===== src/rtl/qam_p2s.sv =====
// qam_p2s: 4-QAM symbol-to-serial converter.
// Decided 2-bit symbols enter a 2-entry FIFO. A three-state serializer sends
// each symbol as two bits, bit0 first, with one bit per data_change strobe.
//
// Handshake: symbol_valid is a one-cycle strobe. symbol_in is captured on
// the edge that closes a cycle where symbol_valid is high and either the FIFO
// has room or a pop happens in that same cycle. symbol_ready shows the room
// condition (count != 2) but does not include the pop case. If a symbol
// arrives when the FIFO is full and nothing pops, the symbol is dropped and
// overflow latches high. bit_valid pulses for one cycle each time adat_ki_S
// takes a new bit.
module qam_p2s (
   input  logic       clock,
   input  logic       reset,
   input  logic [1:0] symbol_in,
   input  logic       symbol_valid,
   input  logic       data_change,
   output logic       adat_ki_S,
   output logic       bit_valid,
   output logic       bit_phase,
   output logic       symbol_ready,
   output logic       busy,
   output logic       overflow
);

   typedef enum logic [1:0] {
      IDLE  = 2'd0,
      SEND0 = 2'd1,
      SEND1 = 2'd2
   } state_t;

   state_t     r_state;
   logic [1:0] r_mem [0:1];
   logic [1:0] r_count;
   logic       r_wptr;
   logic       r_rptr;
   logic [1:0] r_shreg;
   logic       r_adat;
   logic       r_bit_valid;
   logic       r_bit_phase;
   logic       r_overflow;

   logic       w_nonempty;
   logic       w_pop;
   logic       w_push;
   logic       w_drop;
   logic [1:0] w_head;

   // The serializer pops from IDLE right away. From SEND1 it pops when the
   // last bit of the current symbol goes out, so the next symbol follows
   // with no gap.
   assign w_nonempty = (r_count != 2'd0);
   assign w_pop      = w_nonempty &
                       ((r_state == IDLE) | ((r_state == SEND1) & data_change));
   // A pop in the same cycle frees a slot, so a push into a full FIFO is
   // still accepted.
   assign w_push     = symbol_valid & ((r_count != 2'd2) | w_pop);
   assign w_drop     = symbol_valid & ~w_push;
   assign w_head     = r_mem[r_rptr];

   assign symbol_ready = (r_count != 2'd2);
   assign busy         = (r_state != IDLE);
   assign adat_ki_S    = r_adat;
   assign bit_valid    = r_bit_valid;
   assign bit_phase    = r_bit_phase;
   assign overflow     = r_overflow;

   // FIFO storage, pointers and occupancy count.
   always_ff @(posedge clock or posedge reset) begin
      if (reset) begin
         r_mem[0] <= 2'b00;
         r_mem[1] <= 2'b00;
         r_wptr   <= 1'b0;
         r_rptr   <= 1'b0;
         r_count  <= 2'd0;
      end else begin
         if (w_push) begin
            r_mem[r_wptr] <= symbol_in;
            r_wptr        <= ~r_wptr;
         end
         if (w_pop) begin
            r_rptr <= ~r_rptr;
         end
         case ({w_push, w_pop})
            2'b10:   r_count <= r_count + 2'd1;
            2'b01:   r_count <= r_count - 2'd1;
            default: r_count <= r_count;
         endcase
      end
   end

   // Sticky drop flag. Only reset clears it.
   always_ff @(posedge clock or posedge reset) begin
      if (reset) begin
         r_overflow <= 1'b0;
      end else if (w_drop) begin
         r_overflow <= 1'b1;
      end
   end

   // Serializer FSM with registered serial outputs.
   always_ff @(posedge clock or posedge reset) begin
      if (reset) begin
         r_state     <= IDLE;
         r_shreg     <= 2'b00;
         r_adat      <= 1'b0;
         r_bit_valid <= 1'b0;
         r_bit_phase <= 1'b0;
      end else begin
         r_bit_valid <= 1'b0;
         case (r_state)
            IDLE: begin
               if (w_pop) begin
                  r_shreg <= w_head;
                  r_state <= SEND0;
               end
            end
            SEND0: begin
               if (data_change) begin
                  r_adat      <= r_shreg[0];
                  r_bit_phase <= 1'b0;
                  r_bit_valid <= 1'b1;
                  r_state     <= SEND1;
               end
            end
            SEND1: begin
               if (data_change) begin
                  r_adat      <= r_shreg[1];
                  r_bit_phase <= 1'b1;
                  r_bit_valid <= 1'b1;
                  if (w_pop) begin
                     r_shreg <= w_head;
                     r_state <= SEND0;
                  end else begin
                     r_state <= IDLE;
                  end
               end
            end
            default: r_state <= IDLE;
         endcase
      end
   end

endmodule

===== config.mk =====
export PLATFORM = sky130hd
export DESIGN_NAME = qam_p2s
export DESIGN_NICKNAME = d
export VERILOG_FILES = /design/src/rtl/qam_p2s.sv
export SDC_FILE = /design/constraint.sdc
export NUM_CORES = 1
export LEC_CHECK = 0
export BUFFER_PORTS_ARGS = -buffer_cell sky130_fd_sc_hd__buf_2
export CELL_PAD_IN_SITES_DETAIL_PLACEMENT = 1
export CELL_PAD_IN_SITES_GLOBAL_PLACEMENT = 1
export CORE_MARGIN = 2
export CORE_UTILIZATION = 39
export DETAILED_ROUTE_END_ITERATION = 10
export GPL_ROUTABILITY_DRIVEN = 0
export PLACE_DENSITY_LB_ADDON = 0.1
export SLEW_MARGIN = 10
export SYNTH_ARGS = -nofsm -noshare
export SYNTH_HDL_FRONTEND = slang
export SYNTH_SLANG_ARGS = --single-unit

===== constraint.sdc =====
create_clock -name clock -period 1.8 [get_ports clock]
set_input_delay 0 -clock clock [delete_from_list [all_inputs] [get_ports clock]]
set_output_delay 0 -clock clock [all_outputs]
set_load 0.01 [all_outputs]

Yosys cells after proc, flatten, opt, wreduce, memory -nomap -nowiden
Index checks and enable logic that the tools add are counted.
Word-level totals
  register bits: 16
  input port bits: 6
  output and inout bits: 6
  logic and storage cells: 69
Cells by class
  $add $sub $neg: 2
  magnitude comparators: 3
  eq/ne operators: 8
  mux-type cells: 23
  bitwise gates (word level): 11
  reductions and logical operators: 11
Operators by type and width (count)
  $mux 2: 9
  $reduce_bool 2->1: 5
  $ne 2x2->1 const B: 4
  $pmux 2 s2: 2
  $mux 1: 7
  $pmux 2 s3: 1
  $reduce_and 3->1: 2
  $and 1x1->1: 4
  $bwmux 4: 1
  $eq 2x1->1 const B: 2
  $eq 2x2->1 const B: 2
  $ge 2x2->1 const B: 2
  $not 1->2: 2
  $pmux 1 s2: 2
  $not 1->1: 3
  $add 2x1->2 const B: 1
  $demux 2 s1: 1
  $logic_not 2->1: 1
  $lt 2x1->1 const B: 1
  $or 1x1->1: 2
  $reduce_and 2->1: 1
  $reduce_or 2->1: 1
  $sub 2x1->2 const B: 1
  $logic_and 1x1->1: 1

Depth between registers and ports, before layout
Gate-level depths: netlist of the first run.
  depth after elaboration: 8
  gate-level depth with buffers: 8
  gate-level depth less buffers: 8

Worst setup path after synthesis of the first run
OpenSTA, ideal clock, no wires.
  path type: reg-to-reg
  start point: register r_state[0]
  end point: register r_count[1]
  library setup time: 0.079 ns
  arrival time: 1.582 ns
  required time: 1.721 ns
  slack: 0.139 ns
  cell stages (with the launch flop): 8
  buffers on the path: 0
  period minus slack after synthesis: 1.661 ns
  cells stage by stage: dfrtp_1 > inv_1 > ha_1 > a21oi_4 > a21bo_2 > ha_1 > nor2_1 > xor2_1
On the way
  cells in the longest elaborated chain, start to end: 8
  elaborated cells on any way between the ends: 11
  those cells by class: 3 x eq/ne; 1 x mux; 5 x bitwise; 2 x reduce/logical
Ends and longest elaborated chain
  start: declaration: RTL line 32  | state_t r_state;
  start signal: assignment: RTL line 104  | r_state <= IDLE;
  start signal: assignment: RTL line 115  | r_state <= SEND0;
  start signal: assignment: RTL line 123  | r_state <= SEND1;
  $eq 2x2->1: RTL line 54  | ((r_state == IDLE) | ((r_state == SEND1) & data_change));
  $and 1x1->1: RTL line 54
  $or 1x1->1 *: RTL line 54
  $and 1x1->1 *: RTL line 53  | assign w_pop = w_nonempty &
  $or 1x1->1: RTL line 57  | assign w_push = symbol_valid & ((r_count != 2'd2) | w_pop);
  $and 1x1->1: RTL line 57
  $eq 2x1->1 / $eq 2x2->1 (equally long branches): RTL line 84  | case ({w_push, w_pop})
  $pmux 2 s2 / $reduce_bool 2->1 (equally long branches)
  end signal: assignment: RTL line 85  | 2'b10: r_count <= r_count + 2'd1;
  end signal: assignment: RTL line 86  | 2'b01: r_count <= r_count - 2'd1;
  end signal: assignment: RTL line 87  | default: r_count <= r_count;
  end: declaration: RTL line 34  | logic [1:0] r_count;
Every way passes the cells marked *; elsewhere a longest branch is shown, timed or not.
A chain may end at the register's enable or synchronous reset.

Worst setup path after layout of the first run
Same ends and word-level chain as after synthesis.

==> impl_metrics.env, run 1 <==
export IMPL_run_status="finished, final reports clean"
export IMPL_worst_ep_arrival_time_ns=1.87
export IMPL_first_iter_violations=0
export IMPL_initial_core_util=0.413
export IMPL_final_min_period_over_clock_period=0.941
export IMPL_power_leakage_uw=0.000460
export IMPL_power_ir_vdd_worst_v=0.000788
export IMPL_hold_viol_final=0
export IMPL_floorplan_die_width_um=49.6
export IMPL_finalSetupViolCount=0
export IMPL_synth_seq_cells=16
export IMPL_fp_dieH_um=49.6
export IMPL_clockRootBuffer="clkbuf_4"
export IMPL_cts_inserted_buffers=3
export IMPL_cts_path_max_buffers=2
export IMPL_pwr_share_seq=0.369
export IMPL_cp_slowest_stage_delay_ns=0.42
export IMPL_sequential_to_total_area_share_from_yosys_stat=0.494
export IMPL_timing_setup_critical_path_class="reg -> reg"
export IMPL_combinationalPowerShare=0.502
export IMPL_cts_tree="yes"
export IMPL_power_switching_uw=693
export IMPL_routed_top_layer="met4"
export IMPL_worst_reg_to_reg_setup_slack_ns=0.11
export IMPL_synthesis_area_per_instance_um2=12.3
export IMPL_synthToLayoutAreaGrowth_pct=24.4
export IMPL_power_share_clock=0.129
export IMPL_regToRegEndpoint="r_count[1]"
export IMPL_largest_net_degree_at_the_start_of_global_routing=17
export IMPL_grt_remaining_overflow=0
export IMPL_detail_route_antenna_nets=0
export IMPL_met2RoutedLength_um=719
export IMPL_p_int_uw=1180
export IMPL_total_inserted_antenna_cells=0
export IMPL_wp_data_required_ns=1.97
export IMPL_core_rowCount=16
export IMPL_max_cap_viol_count=0
export IMPL_netSwitchingFraction=0.370
export IMPL_detail_route_first_pass_iterations=1
export IMPL_cts_htree_levels=1
export IMPL_number_of_unique_standard_cell_types_used_by_synthesis=21
export IMPL_syn_area_um2=811
export IMPL_timing_critical_path_fanout_max=4
export IMPL_clock_sinks=16
export IMPL_finish_cell_count_without_fillers=115
export IMPL_fp_coreArea_um2=1960
export IMPL_layout_cells_most_common_list="dfrtp_1 (16), buf_2 (11), mux2_2 (8)"
export IMPL_m1_wire_length_um=667
export IMPL_power_density_nw_per_um2=1860
export IMPL_drv_slew=0
export IMPL_worst_setup_hold_path_clk_slew_ns=0.10
export IMPL_met3_wirelength_um=40
export IMPL_critical_path_reg2reg_startpoint="r_state[0]"
export IMPL_final_core_util=0.514
export IMPL_slew_limit_headroom=0.584
export IMPL_post_route_cells_drive_above_1_share=0.455
export IMPL_worstRegToRegCells=8
export IMPL_synth_warning_count=0
export IMPL_critPathLaunch="r_state[0]"
export IMPL_via_count_of_the_first_global_routing_pass=580
export IMPL_die_footprint_um2=2460
export IMPL_num_fill_cells=234
export IMPL_hold_slack_ns=0.0545
export IMPL_cp_start_kind="flop"
export IMPL_number_of_nets_produced_by_synthesis=77
export IMPL_routedWlPerCell_um=12.5
export IMPL_globalRouteTotalUtil=0.140
export IMPL_final_worst_clock_skew_ns=0.00488
export IMPL_grt_first_pass_wirelength_mm=2.59
export IMPL_worstHoldPathType="in -> reg"
export IMPL_place_detailed_hpwl_mm=1.09
export IMPL_minimum_setup_slack_after_placement_ns=0.0386
export IMPL_vias=546
export IMPL_tightest_slew_ns=0.623
export IMPL_setup_worst_path_end_class="flop"
export IMPL_worst_skew_pair_late_latency_ns=0.28
export IMPL_post_route_drc_count=0
export IMPL_dp_cells=105
export IMPL_io_buffer_count=11
export IMPL_layout_min_cycle_time_ns=1.69
export IMPL_worstPathCellList="inv_1, ha_2, a21oi_4, a21bo_2, ha_1, xnor2_1, nor2_2, xor2_1"
export IMPL_fmax_mhz=590
export IMPL_worst_setup_path_endpoint="r_count[1]"
export IMPL_postSynthCellCount=66
export IMPL_crit_slowest_cell="dfrtp_1"
export IMPL_final_common_cell="dfrtp_1"
export IMPL_layout_nets=100
export IMPL_worst_slack_ns=0.106
export IMPL_drt_total_wl_mm=1.44
export IMPL_antenna_violations_before_repair=0
export IMPL_top_level_ports=12
export IMPL_route_detailed_vias_per_inst=4.75
export IMPL_totalNegativeSetupSlack_ns=0
-- cells in the mapped netlist (all sizes together) --
cell / instances / area share
xor2: 2 / 0.022
dfrtp: 16 / 0.49
xnor2: 3 / 0.032
ha: 5 / 0.077
a21oi: 5 / 0.059
nor2b: 1 / 0.017
a31o: 1 / 0.011
nor2: 3 / 0.014
nand2b: 2 / 0.015
and2: 1 / 0.0093
o21bai: 1 / 0.014
inv: 7 / 0.032
a21bo: 1 / 0.012
a32o: 1 / 0.012
nand2: 5 / 0.023
o22ai: 2 / 0.015
mux2: 9 / 0.13
o31ai: 1 / 0.015
-- flip-flops by register name, indices dropped and copies added, names as in the netlist --
register	count
bit_valid	1
r_shreg	2
r_wptr	1
r_count	2
adat_ki_S	1
overflow	1
r_rptr	1
r_mem	4
bit_phase	1
r_state	2
-- repair_timing --
| action | 4_1_cts | 5_1_grt |
|---|---|---|
| hold buffers | 4 | 0 |
| endpoints found under the setup margin | 0 | 1 |
| hold endpoints to repair | 21 | 0 |
| setup buffers | 0 | 2 |
| resized for setup | 0 | 4 |
-- how the worst min path moves through the flow --
stage                           start         to  slack, ns  cells after the start
after detailed placement        reset  adat_ki_S       0.12                      2
after floorplan                 reset  adat_ki_S      -0.09                      1
after global placement          reset  bit_phase       0.11                      2
after global routing      data_change  bit_valid       0.06                      2
after CTS                 data_change  bit_valid       0.05                      2
final                     data_change  bit_valid       0.05                      2
-- per-stage QoR --
step	cell area (um^2)	power, uW
6_report	1010	1870
4_1_cts	983	1840
3_5_place_dp	907	1590
5_1_grt	1010	2030
3_3_place_gp	907	1570
2_1_floorplan	811	1360
-- kinds of logic (layout without fill, tap and decap cells) --
| kind of cell | Yosys count | in the layout | share of synthesized area |
|---|---|---|---|
| flip-flops | 16 | 16 | 0.494 |
| AO/OA/AOI/OAI | 12 | 12 | 0.139 |
| AND/OR/NAND/NOR | 12 | 12 | 0.0787 |
| multiplexers | 9 | 9 | 0.125 |
| buffers and inverters | 7 | 29 | 0.0324 |
| adder cells (fa/ha/maj) | 5 | 5 | 0.0772 |
| XOR/XNOR | 5 | 5 | 0.0540 |
-- critical path, delay by kind of cell (launching register included) --
family / cells / cell delay [ns]
XOR/XNOR: 2 / 0.30
flip-flops: 1 / 0.42
AO/OA/AOI/OAI: 2 / 0.29
buffers and inverters: 1 / 0.11
AND/OR/NAND/NOR: 1 / 0.06
adder cells (fa/ha/maj): 2 / 0.40
-- power by group through the flow --
stage | combinational (uW) | sequential (uW) | clock, uW
floorplan | 667 | 692 | 0
global placement | 869 | 696 | 0
CTS | 896 | 697 | 250
global route | 1050 | 722 | 264
finish | 940 | 690 | 241
detailed placement | 880 | 705 | 0
-- metal layers --
layer  GRT usage  vias to the layer above
met5           0                        -
met4      0.0417                        0
met3      0.0364                        2
met2       0.249                        7
met1       0.164                      267
li1            -                      270
-- layout make-up --
type	instances	area [um^2]	share of cell area
sequential	16	400	0.397
inverter	7	26.3	0.0261
clock buffer	4	36.3	0.0360
multi-input combinational	43	394	0.391
tap	27	33.8	0.0335
timing repair buffer	18	118	0.117
No activity file was read; power rests on OpenSTA's default activity.
==> run 2: changes to the inputs <==
- CORE_MARGIN: 2 -> default
- RECOVER_POWER: default -> 100
==> impl_metrics.env, run 2 (synthesis gave the netlist of run 1 again) <==
export IMPL_grt_first_pass_wirelength_mm=2.42
export IMPL_layout_area_seq_um2=400
export IMPL_layout_nets=102
export IMPL_drv_slew=0
export IMPL_largest_register_ff_count=4
export IMPL_layout_cells_most_common_list="dfrtp_1 (16), mux2_2 (8), buf_2 (7)"
export IMPL_power_density_nw_per_um2=1820
export IMPL_tightest_slew_ns=0.614
export IMPL_timing_setup_critical_path_class="reg -> reg"
export IMPL_core_rowCount=16
export IMPL_power_leakage_uw=0.000452
export IMPL_route_detailed_vias_per_inst=4.72
export IMPL_combinationalPowerShare=0.518
export IMPL_totalNegativeSetupSlack_ns=0
export IMPL_fp_coreArea_um2=1960
export IMPL_totalPowerFinal_uw=1840
export IMPL_first_iter_violations=2
export IMPL_largest_register="r_mem"
export IMPL_hold_slack_ns=0.0522
export IMPL_globalRouteTotalUtil=0.162
export IMPL_finish_cell_count_without_fillers=116
export IMPL_cp_slowest_stage_delay_ns=0.45
export IMPL_layout_min_cycle_time_ns=1.68
export IMPL_critical_path_reg2reg_startpoint="r_state[1]"
export IMPL_worstPathCellList="inv_2, ha_4, a21oi_4, a21bo_2, ha_1, nor2_1, xor2_1"
export IMPL_setup_worst_path_end_class="flop"
export IMPL_detail_route_first_pass_iterations=3
export IMPL_wp_data_required_ns=2.02
export IMPL_total_inserted_antenna_cells=0
export IMPL_post_route_drc_count=0
export IMPL_clock_sinks=16
export IMPL_p_int_uw=1150
export IMPL_worst_setup_hold_path_clk_slew_ns=0.09
export IMPL_slew_limit_headroom=0.590
export IMPL_power_ir_vdd_worst_v=0.000796
export IMPL_power_share_clock=0.101
export IMPL_worst_skew_pair_late_latency_ns=0.28
export IMPL_max_cap_viol_count=0
export IMPL_netSwitchingFraction=0.378
export IMPL_timing_critical_path_fanout_max=5
export IMPL_final_worst_clock_skew_ns=0.00520
export IMPL_drt_total_wl_mm=1.49
export IMPL_grt_remaining_overflow=0
export IMPL_critPathLaunch="r_state[1]"
export IMPL_hold_viol_final=0
export IMPL_post_route_cells_drive_above_1_share=0.427
export IMPL_finalSetupViolCount=0
export IMPL_detail_route_antenna_nets=0
export IMPL_vias=547
export IMPL_power_switching_uw=697
export IMPL_place_detailed_hpwl_mm=1.09
export IMPL_via_count_of_the_first_global_routing_pass=556
export IMPL_cts_htree_levels=1
export IMPL_run_status="finished, final reports clean"
export IMPL_multiInputGateArea_um2=402
export IMPL_cp_start_kind="flop"
export IMPL_crit_slowest_cell="dfrtp_1"
export IMPL_fp_dieH_um=47.6
export IMPL_io_buffer_count=11
export IMPL_clockRootBuffer="clkbuf_4"
export IMPL_cts_inserted_buffers=3
export IMPL_worstHoldPathType="in -> reg"
export IMPL_die_footprint_um2=2270
export IMPL_floorplan_die_width_um=47.6
export IMPL_largest_net_degree_at_the_start_of_global_routing=17
export IMPL_final_common_cell="dfrtp_1"
export IMPL_min_from="data_change"
export IMPL_routedWlPerCell_um=12.8
export IMPL_dp_cells=105
export IMPL_final_min_period_over_clock_period=0.934
export IMPL_fmax_mhz=595
export IMPL_pwr_share_seq=0.381
export IMPL_synthToLayoutAreaGrowth_pct=24.8
export IMPL_num_fill_cells=227
export IMPL_initial_core_util=0.413
export IMPL_worst_ep_arrival_time_ns=1.90
export IMPL_antenna_violations_before_repair=0
export IMPL_cts_tree="yes"
export IMPL_top_level_ports=12
export IMPL_cts_path_max_buffers=2
-- run 2: timing repair --
action	4_1_cts	5_1_grt
endpoints found under the hold margin	21	0
hold buffers	4	0
setup buffers	0	4
resized for setup	0	6
setup endpoints to repair	0	2
-- run 2: final timing paths --
path	to	slack [ns]	cells past startpoint
setup / recovery	r_count[1]	0.12	7
hold / removal	bit_valid	0.05	2
setup reg to reg	r_count[1]	0.12	7
hold reg to reg	bit_phase	0.48	2
max in group asynchronous	r_wptr	1.08	3
min in group asynchronous	adat_ki_S	0.32	3
-- run 2: cell type report --
type	instances	area share
inverter	7	0.0260
clock buffer	3	0.0222
tap	27	0.0334
sequential	16	0.396
multi-input combinational	43	0.397
timing repair buffer	20	0.126
-- run 2: critical path: cells and delay by family, from the launching register on --
kind                     cells  cell delay, ns
flip-flops                   1            0.45
AO/OA/AOI/OAI                2            0.37
AND/OR/NAND/NOR              1            0.14
XOR/XNOR                     1            0.15
adder cells (fa/ha/maj)      2            0.42
buffers and inverters        1            0.09
-- run 2: power groups by stage --
stage | registers [uW] | clock network [uW] | logic [uW]
floorplan | 692 | 0 | 667
global route | 731 | 212 | 1090
finish | 702 | 186 | 954
CTS | 700 | 201 | 892
detailed placement | 708 | 0 | 877
global placement | 696 | 0 | 868
-- run 2: through the flow --
stage | worst slack (ns) | instance area, um^2 | utilization
6_report | 0.118 | 1010 | 0.516
5_1_grt | -0.0172 | 1010 | 0.516
4_1_cts | 0.0228 | 970 | 0.494
3_5_place_dp | 0.0462 | 907 | 0.462
3_3_place_gp | 0.107 | 907 | 0.462
2_1_floorplan | 0.139 | 811 | -
-- run 2: per-layer routing --
layer  vias to the layer above  global-route usage  wire, um
met5                         -                   0         0
met4                         0              0.0500        15
met3                         2              0.0566        51
met2                        10               0.288       750
met1                       269               0.184       668
li1                        266                   -         -
==> run 3: changes to the inputs <==
- CORE_ASPECT_RATIO: default -> 1.4
- CORE_UTILIZATION: 39 -> 43
- clock period: 1.8 -> 1.57 ns (I/O delays scaled with it)
==> impl_metrics.env, run 3 (synthesis gave the netlist of run 1 again) <==
export IMPL_cts_htree_levels=1
export IMPL_worstRegToRegCells=8
export IMPL_final_common_cell="dfrtp_1"
export IMPL_power_switching_uw=987
export IMPL_worst_setup_hold_path_clk_slew_ns=0.10
export IMPL_timing_critical_path_fanout_max=4
export IMPL_fmax_mhz=615
export IMPL_worst_ep_arrival_time_ns=1.81
export IMPL_combinationalPowerShare=0.564
export IMPL_holdPathEnd="bit_valid"
export IMPL_timing_setup_critical_path_class="reg -> reg"
export IMPL_initial_core_util=0.462
export IMPL_place_detailed_hpwl_mm=1.32
export IMPL_worst_hold_path_num_cells=2
export IMPL_dp_cells=102
export IMPL_run_status="finished, violations left"
export IMPL_cts_tree="yes"
export IMPL_routedWlPerCell_um=17.1
export IMPL_worstHoldPathType="in -> reg"
export IMPL_worst_reg_to_reg_setup_slack_ns=-0.06
export IMPL_power_ir_vdd_worst_v=0.00108
export IMPL_clock_sinks=16
export IMPL_final_core_util=0.624
export IMPL_failed_checks="setup timing"
export IMPL_vias=598
export IMPL_largest_register="r_mem"
export IMPL_post_route_drc_count=0
export IMPL_worst_skew_pair_late_latency_ns=0.29
export IMPL_critical_path_reg2reg_startpoint="r_state[1]"
export IMPL_drt_total_wl_mm=1.94
export IMPL_finish_cell_count_without_fillers=113
export IMPL_netSwitchingFraction=0.391
export IMPL_antenna_violations_before_repair=0
export IMPL_grt_first_pass_wirelength_mm=2.87
export IMPL_final_min_period_over_clock_period=1.04
export IMPL_fin_area_um2=1100
export IMPL_die_footprint_um2=2070
export IMPL_p_int_uw=1540
export IMPL_cts_inserted_buffers=3
export IMPL_drv_slew=0
export IMPL_detail_route_antenna_nets=0
export IMPL_min_from="data_change"
export IMPL_power_density_nw_per_um2=2300
export IMPL_cts_path_max_buffers=2
export IMPL_setup_worst_path_end_class="flop"
export IMPL_layout_nets=105
export IMPL_finalSetupViolCount=3
export IMPL_first_iter_violations=1
export IMPL_synthToLayoutAreaGrowth_pct=35.2
export IMPL_regToRegEndpoint="r_count[1]"
export IMPL_fp_coreArea_um2=1760
export IMPL_largest_register_ff_count=4
export IMPL_tightest_slew_ns=0.598
export IMPL_slew_limit_headroom=0.601
export IMPL_via_count_of_the_first_global_routing_pass=626
export IMPL_power_share_clock=0.112
export IMPL_post_dp_cell_area_um2=953
export IMPL_floorplan_die_width_um=38.7
export IMPL_cp_start_kind="flop"
export IMPL_top_level_ports=12
export IMPL_layout_cells_most_common_list="dfrtp_1 (15), buf_4 (8), buf_2 (7)"
export IMPL_fp_dieH_um=53.4
export IMPL_totalNegativeSetupSlack_ns=-0.0987
export IMPL_io_buffer_count=11
export IMPL_layout_min_cycle_time_ns=1.63
export IMPL_largest_net_degree_at_the_start_of_global_routing=17
export IMPL_clockRootBuffer="clkbuf_4"
export IMPL_core_rowCount=18
export IMPL_detail_route_first_pass_iterations=3
export IMPL_worst_slack_ns=-0.0553
export IMPL_pwr_share_seq=0.324
export IMPL_globalRouteTotalUtil=0.206
export IMPL_hold_viol_final=0
export IMPL_grt_remaining_overflow=0
export IMPL_max_cap_viol_count=0
export IMPL_grt_setup_unrepaired="yes"
export IMPL_final_worst_clock_skew_ns=0.00659
export IMPL_total_inserted_antenna_cells=0
export IMPL_power_leakage_uw=0.000489
export IMPL_route_detailed_vias_per_inst=5.29
export IMPL_wp_data_required_ns=1.76
export IMPL_post_route_cells_drive_above_1_share=0.495
[run 3: cell count changes in the layout (fill, tap and decap cells not counted), sizes merged]
| cell | change |
|---|---|
| clkbuf | +1 |
| buf | +3 |
[run 3: critical path: stages (launching register included)]
cell	delay, ns
dfrtp_2	0.46
inv_2	0.09
ha_4	0.15
a21oi_4	0.04
a21bo_2	0.25
ha_4	0.16
xnor2_2	0.18
nor2_2	0.05
xor2_1	0.14
[run 3: how the worst max path moves through the flow]
stage | from | endpoint | slack, ns | cells past startpoint
floorplan | r_state[0] | r_count[1] | 0.003 | 7
global placement | r_state[1] | r_count[1] | -0.007 | 7
detailed placement | r_state[1] | r_count[1] | -0.08 | 7
CTS | r_state[1] | r_count[1] | -0.04 | 8
global route | r_state[1] | r_count[1] | -0.13 | 8
finish | r_state[1] | r_count[1] | -0.06 | 8
[run 3: what timing repair did]
item / 4_1_cts / 5_1_grt
setup buffers: 1 / 2
endpoints found under the setup margin: 1 / 7
gates cloned: 0 / 0
hold buffers: 4 / 0
pin swaps: 4 / 4
endpoints found under the hold margin: 21 / 0
gates resized for setup: 2 / 8
[run 3: stage by stage]
stage | hold WS [ns] | total power (uW) | setup WS, ns
3_3_place_gp | 0.0938 | 1940 | -0.00724
4_1_cts | 0.0679 | 2310 | -0.0351
5_1_grt | 0.0474 | 2680 | -0.128
6_report | 0.0544 | 2520 | -0.0553
3_5_place_dp | 0.104 | 2010 | -0.0800
2_1_floorplan | -0.0863 | 1610 | 0.00313
[run 3: per-layer routing]
| layer | track usage | vias up | share of wire |
|---|---|---|---|
| met5 | 0 | - | 0 |
| met4 | 0.0690 | 0 | 0.021 |
| met3 | 0.0378 | 4 | 0.025 |
| met2 | 0.372 | 12 | 0.60 |
| met1 | 0.233 | 302 | 0.35 |
| li1 | - | 280 | - |
[run 3: final cells by class]
class,instances,area [um^2]
fillers,187,661
multi-input cells,43,457
inverters,7,26.3
repair buffers,23,150
well taps,20,25.0
flip-flops and latches,16,402
clock buffers,4,36.3
[run 3: power by group through the flow]
stage,Combinational [uW],Sequential [uW],Clock (uW)
detailed placement,1190,822,0
global placement,1140,794,0
global route,1540,849,296
CTS,1220,815,274
floorplan,811,801,0
finish,1420,817,283
